$ cat src/rtl/addsub_pkg.sv
// Shared types and defaults for the addsub registered adder/subtractor.
// Imported by addsub and its full-adder cell.
package addsub_pkg;

   typedef enum logic {
      OP_ADD = 1'b0,
      OP_SUB = 1'b1
   } addsub_op_e;

   localparam int unsigned ADDSUB_DEFAULT_WIDTH = 4;

endpackage

$ cat src/rtl/addsub_fa_cell.sv
// One-bit full adder; addsub chains WIDTH of these into a ripple-carry adder.
module addsub_fa_cell
   import addsub_pkg::*;
(
   input  logic a,
   input  logic b,
   input  logic cin,
   output logic s,
   output logic cout
);

   always_comb begin
      s    = a ^ b ^ cin;
      cout = (a & b) | (cin & (a ^ b));
   end

endmodule

$ cat src/rtl/addsub.sv
// Registered WIDTH-bit adder/subtractor with carry/borrow-in and a one-cycle valid strobe.
// Optional macro ADDSUB_OVERFLOW_EN adds a registered signed-overflow output ovf.
module addsub
   import addsub_pkg::*;
#(
   parameter int unsigned WIDTH = ADDSUB_DEFAULT_WIDTH
) (
   input  logic             clk,
   input  logic             rst_n,
   input  logic             in_valid,
   input  logic [WIDTH-1:0] a,
   input  logic [WIDTH-1:0] b,
   input  logic             xin,
   input  logic             op,
   output logic             out_valid,
   output logic [WIDTH-1:0] s_d,
   output logic             co_bo
`ifdef ADDSUB_OVERFLOW_EN
   ,
   output logic             ovf
`endif
);

   addsub_op_e       op_e;
   logic             is_sub;
   logic [WIDTH-1:0] b_x;
   logic [WIDTH-1:0] sum;
   logic [WIDTH:0]   carry;
   logic             co_bo_next;

   // Subtract as a + ~b + ~xin so one adder serves both ops; carry-out then means "no borrow".
   always_comb begin
      op_e       = addsub_op_e'(op);
      is_sub     = (op_e == OP_SUB);
      b_x        = b ^ {WIDTH{is_sub}};
      carry[0]   = xin ^ is_sub;
      co_bo_next = carry[WIDTH] ^ is_sub;
   end

   for (genvar i = 0; i < WIDTH; i++) begin : g_cell
      addsub_fa_cell u_cell (
         .a    (a[i]),
         .b    (b_x[i]),
         .cin  (carry[i]),
         .s    (sum[i]),
         .cout (carry[i+1])
      );
   end

   always_ff @(posedge clk) begin
      if (!rst_n) begin
         out_valid <= 1'b0;
         s_d       <= '0;
         co_bo     <= 1'b0;
      end else begin
         out_valid <= in_valid;
         if (in_valid) begin
            s_d   <= sum;
            co_bo <= co_bo_next;
         end
      end
   end

`ifdef ADDSUB_OVERFLOW_EN
   // Signed overflow taken from the raw adder carries, before the borrow inversion.
   always_ff @(posedge clk) begin
      if (!rst_n) begin
         ovf <= 1'b0;
      end else if (in_valid) begin
         ovf <= carry[WIDTH] ^ carry[WIDTH-1];
      end
   end
`endif

endmodule

$ cat config.mk
export PLATFORM = sky130hd
export DESIGN_NAME = addsub
export DESIGN_NICKNAME = d
export VERILOG_FILES = /design/src/rtl/addsub_pkg.sv /design/src/rtl/addsub_fa_cell.sv /design/src/rtl/addsub.sv
export SDC_FILE = /design/constraint.sdc
export NUM_CORES = 1
export LEC_CHECK = 0
export CAP_MARGIN = 40
export CORE_AREA = 3 3 40 42
export DETAILED_ROUTE_END_ITERATION = 16
export DIE_AREA = 0 0 43 45
export SKIP_CTS_REPAIR_TIMING = 1
export SLEW_MARGIN = 5
export SYNTH_ARGS = -nofsm -noshare
export SYNTH_HDL_FRONTEND = slang
export SYNTH_SLANG_ARGS = --single-unit
$ cat constraint.sdc
create_clock -name clk -period 2.3 [get_ports clk]
set_input_delay 0.46 -clock clk [delete_from_list [all_inputs] [get_ports clk]]
set_output_delay 0.46 -clock clk [all_outputs]
set_load 0.01 [all_outputs]
==> results.cfg, run 1 <==
[global_routing]
grt-ovfl-total = 0
grtUsageMet3 = 0.0279
grt_pass1_wl_um = 1120
grt_antenna_before_repair = 0
grt_max_degree = 10
use_met2 = 0.120
top_usage_layer = met4
grtUsageMet1 = 0.0880
grt_pass1_vias = 282
track_usage = 0.0870

[drt]
ant_nets = 0
drt_wl_total_um = 676
drc = 0
via_per_inst = 4.22
via_count = 291
wl_per_cell_um = 9.80
first_pass_iters = 2
drtIter0Drc = 3

[die]
start_util = 0.285
die-area_um2 = 1940
io_pins = 19
rows = 13
coreArea_um2 = 1280
die_w_um = 43
die_h_um = 45

[timing]
finalHoldViolations = 0
rsz0062_at_grt = yes
fin_hold_ws_ns = 0.477
fin_crit_ns = 2.25
fmax_ghz = 0.445
slew_violations = 0
finalSetupViolCount = 0
tightest_slew_ns = 0.312
skew_ns = 0
layout_setup_ws_ns = 0.0508
period_share = 0.978
relSlewSlack = 0.791

[cells_and_area]
final_common_cell = clkdlybuf4s50_1
num_antenna_cells = 0
syn_to_final_growth_pct = 74.7
mostFrequentLayoutCells = clkdlybuf4s50_1, dfxtp_1, inv_2, fa_2, clkbuf_4
nets = 73
drive_gt1_frac = 0.315
stdcell_count = 69
final_util = 0.499

[worst_setup_path]
worstSetupStartpointType = input pin
reg2reg_slack_ns = 1.68
cp.required_ns = 2.43
crit_fanout = 1
end_kind = flop
worstSetupPathType = input pin to flop
arrival_ns = 2.38

[synth]
synth_mux_area_frac = 0.0546
syn_area_um2 = 367
synth_adder_area_share = 0.218
avgSynthCellArea_um2 = 10.8
syn-num-nets = 51
synth_xor_area_frac = 0.143
yosysUniqueCellTypes = 14
yosysWarnings = 0
synth-simple-area-share = 0.0717
yosysSeqAreaShare = 0.328
synth_compound_area_frac = 0.0819
synth_top_family_by_area = adder cells
synthCells = 34
synth-seq-cells = 6

[placed_design]
dp.cells = 66
pre_cts_slack_ns = -0.617
port_buffers = 18
gp_congestion = 0.607

[run]
drv_cap = 0

[clocking]
clk_latency_ns = 0.24
cts_tree = built
clock-sinks = 6
numCtsBuffers = 3
cts_root_buffer = clkbuf_4
clk_pin_slew_ns = 0.04
clk_path_buf_depth = 2
cts_htree_levels = 1

[hold_path]
min_path_type = flop to flop

[power]
p_leak_nw = 0.297
design_power_total_mw = 0.345
vdd_drop_max_mv = 0.139
p_per_area_nw_per_um2 = 539

[run_status]
status = finished clean
## worst paths after layout
| kind | start | endpoint | depth (start not counted) |
|---|---|---|---|
| max | xin | s_d[3]$_SDFFE_PN0P_ | 11 |
| min | s_d[2]$_SDFFE_PN0P_ | s_d[2]$_SDFFE_PN0P_ | 1 |
| max reg2reg | co_bo$_SDFFE_PN0P_ | co_bo$_SDFFE_PN0P_ | 2 |
| min reg2reg | s_d[2]$_SDFFE_PN0P_ | s_d[2]$_SDFFE_PN0P_ | 1 |
## per-layer routing
metal	share of wire	vias up	wire length, µm
met5	0	-	0
met3	0.11	4	73
met1	0.39	129	264
met4	0.040	0	27
met2	0.46	14	310
li1	-	144	-
## per-stage QoR
| stage | instance area (µm²) | setup TNS [ns] |
|---|---|---|
| 6_report | 641 | 0 |
| 5_1_grt | 641 | -0.0460 |
| 4_1_cts | 587 | -0.680 |
| 3_5_place_dp | 564 | -1.45 |
| 3_3_place_gp | 564 | -1.42 |
| 2_1_floorplan | 377 | -0.104 |
## cells by family after synthesis
family,count (synthesis)
AOI/OAI and AO/OA,4
DFF,6
and+or+nand+nor,5
buffers and inverters,7
adders and majority gates,4
muxes,2
xor gates and xnor gates,6
## critical path: stages
cell,delay [ns]
buf_8,0.10
xnor2_4,0.13
fa_2,0.38
inv_2,0.07
fa_2,0.19
inv_2,0.04
fa_2,0.37
inv_2,0.06
fa_1,0.37
mux2i_1,0.13
nor2b_1,0.06
## Yosys cell counts
cell type  instances  share of area
nand2_1            2          0.020
fa_1               4           0.22
nor2b_1            2          0.034
xnor2_1            4          0.096
inv_1              5          0.051
xor2_1             2          0.048
o21ai_0            1          0.014
a21oi_1            1          0.014
and2_1             1          0.017
buf_6              1          0.031
mux2i_1            2          0.055
dfxtp_1            6           0.33
o211a_1            2          0.055
buf_4              1          0.020
## sequential cells by signal, summed over array words and instances (netlist names)
signal	flops
s_d	4
co_bo	1
out_valid	1
## where the power goes
| part | total [mW] | internal [mW] | switching (mW) |
|---|---|---|---|
| combinational | 0.127 | 0.0772 | 0.0494 |
| clock | 0.0973 | 0.0590 | 0.0383 |
| sequential | 0.121 | 0.116 | 0.00531 |
| total | 0.345 | 0.252 | 0.0930 |
## final cells by class
| class | count | area (µm²) |
|---|---|---|
| timing repair buffer | 19 | 203 |
| sequential | 6 | 120 |
| clock buffer | 3 | 22.5 |
| inverter | 5 | 18.8 |
| fill | 132 | 644 |
| tap | 15 | 18.8 |
| multi-input combinational | 21 | 258 |
No activity file was read; power rests on OpenSTA's default activity.
==> run 2, diff against run 1 <==
--- a/config.mk
+++ b/config.mk
@@ -9,6 +9,7 @@
 export CORE_AREA = 3 3 40 42
 export DETAILED_ROUTE_END_ITERATION = 16
 export DIE_AREA = 0 0 43 45
+export PLACE_DENSITY_LB_ADDON = 0.1
 export SKIP_CTS_REPAIR_TIMING = 1
 export SLEW_MARGIN = 5
 export SYNTH_ARGS = -nofsm -noshare
==> results.cfg, run 2 (synthesized netlist as in run 1, its figures left out) <==
[worst_setup_path]
reg2reg_depth = 2
worstSetupPathType = input pin to flop
rr_endpoint = co_bo$_SDFFE_PN0P_
end_kind = flop
worstSetupStartpointType = input pin
reg2reg_from = co_bo$_SDFFE_PN0P_
arrival_ns = 2.43
crit_fanout = 1
cp.required_ns = 2.43
reg2reg_slack_ns = 1.66

[cells_and_area]
largest_reg_flops = 4
largest_register = s_d
top_regs = s_d (4), co_bo (1), out_valid (1)
num_antenna_cells = 0
nets = 73
syn_to_final_growth_pct = 74.1
drive_gt1_frac = 0.333
final_common_cell = clkdlybuf4s50_1
postLayoutCellArea_um2 = 638
mostFrequentLayoutCells = clkdlybuf4s50_1, dfxtp_1, fa_2, inv_2, clkbuf_4

[timing]
slew_violations = 0
skew_ns = 0
layout_setup_ws_ns = -0.00138
fin_hold_ws_ns = 0.490
relSlewSlack = 0.770
fmax_ghz = 0.435
finalSetupViolCount = 1
tightest_slew_ns = 0.343
rsz0062_at_grt = yes
period_share = 1.00
fin_crit_ns = 2.30
finalHoldViolations = 0

[drt]
ant_nets = 0
drt_wl_total_um = 715
drtIter0Drc = 5
first_pass_iters = 3
via_per_inst = 4.30
via_count = 297
drc = 0
wl_per_cell_um = 10.4

[die]
die-area_um2 = 1940
die_w_um = 43
start_util = 0.285
io_pins = 19
coreArea_um2 = 1280
rows = 13
die_h_um = 45

[power]
p_per_area_nw_per_um2 = 542
p_leak_nw = 0.294
vdd_drop_max_mv = 0.194

[hold_path]
hold-path-cell-count = 1
min_path_type = flop to flop
hp-start = s_d[0]$_SDFFE_PN0P_
hold-path-endpoint = s_d[0]$_SDFFE_PN0P_

[clocking]
clk_path_buf_depth = 2
clk_latency_ns = 0.24
cts_root_buffer = clkbuf_4
clk_pin_slew_ns = 0.04
clock-sinks = 6
numCtsBuffers = 3
cts_htree_levels = 1
cts_tree = built

[placed_design]
dpl_cell_area_um2 = 564
dp_hpwl_um = 594
gp_congestion = 0.691
port_buffers = 18

[run_status]
status = finished with violations
violations = setup timing

[global_routing]
grt-ovfl-total = 0
grt_pass1_vias = 277
grt_max_degree = 10
grt_pass1_wl_um = 1030
track_usage = 0.0763
grt_antenna_before_repair = 0

[run]
drv_cap = 0
-- run 2: cell counts in the layout (fill, tap and decap cells not counted) --
No cell type changed its count.
-- run 2: how the worst max path moves through the flow --
stage                                endpoint  from  depth (start not counted)  slack [ns]
after floorplan           s_d[3]$_SDFFE_PN0P_    op                         11       -0.10
after global placement    s_d[3]$_SDFFE_PN0P_    op                         11       -0.57
after detailed placement  s_d[3]$_SDFFE_PN0P_    op                         11       -0.64
after CTS                 s_d[3]$_SDFFE_PN0P_    op                         11       -0.38
after global routing      s_d[3]$_SDFFE_PN0P_   xin                         11       -0.11
final                     s_d[3]$_SDFFE_PN0P_   xin                         11      -0.001
-- run 2: cell type report --
cell class,count,area [µm²]
fill,120,647
multi-input combinational,21,260
timing repair buffer,19,198
sequential,6,120
clock buffer,3,22.5
inverter,5,18.8
tap,15,18.8
-- run 2: through the flow --
| stage | util | setup TNS (ns) | setup slack [ns] | power, mW | std cells |
|---|---|---|---|---|---|
| global placement | 0.439 | -1.32 | -0.575 | 0.233 | 66 |
| floorplan | - | -0.104 | -0.100 | 0.183 | 34 |
| finish | 0.497 | -0.00138 | -0.00138 | 0.346 | 69 |
| global route | 0.497 | -0.112 | -0.112 | 0.365 | 69 |
| detailed placement | 0.439 | -1.49 | -0.635 | 0.238 | 66 |
| CTS | 0.457 | -0.753 | -0.382 | 0.334 | 69 |
-- run 2: per-layer routing --
| layer | global-route usage | vias to the layer above | wire (µm) |
|---|---|---|---|
| met5 | 0 | - | 0 |
| met1 | 0.0762 | 135 | 270 |
| met4 | 0.0904 | 0 | 0 |
| li1 | - | 143 | - |
| met2 | 0.111 | 19 | 348 |
| met3 | 0.0319 | 0 | 95 |
-- run 2: power by group --
part | internal [mW] | leakage (nW) | switching (mW) | total (mW)
registers | 0.116 | 0.0498 | 0.00521 | 0.121
logic | 0.0778 | 0.230 | 0.0525 | 0.130
clock network | 0.0588 | 0.0138 | 0.0352 | 0.0941
-- run 2: worst max-delay path: stages --
cell	delay (ns)
buf_8	0.10
xnor2_4	0.13
fa_2	0.38
inv_2	0.07
fa_2	0.20
inv_2	0.04
fa_2	0.37
inv_2	0.07
fa_2	0.41
mux2i_1	0.14
nor2b_1	0.06
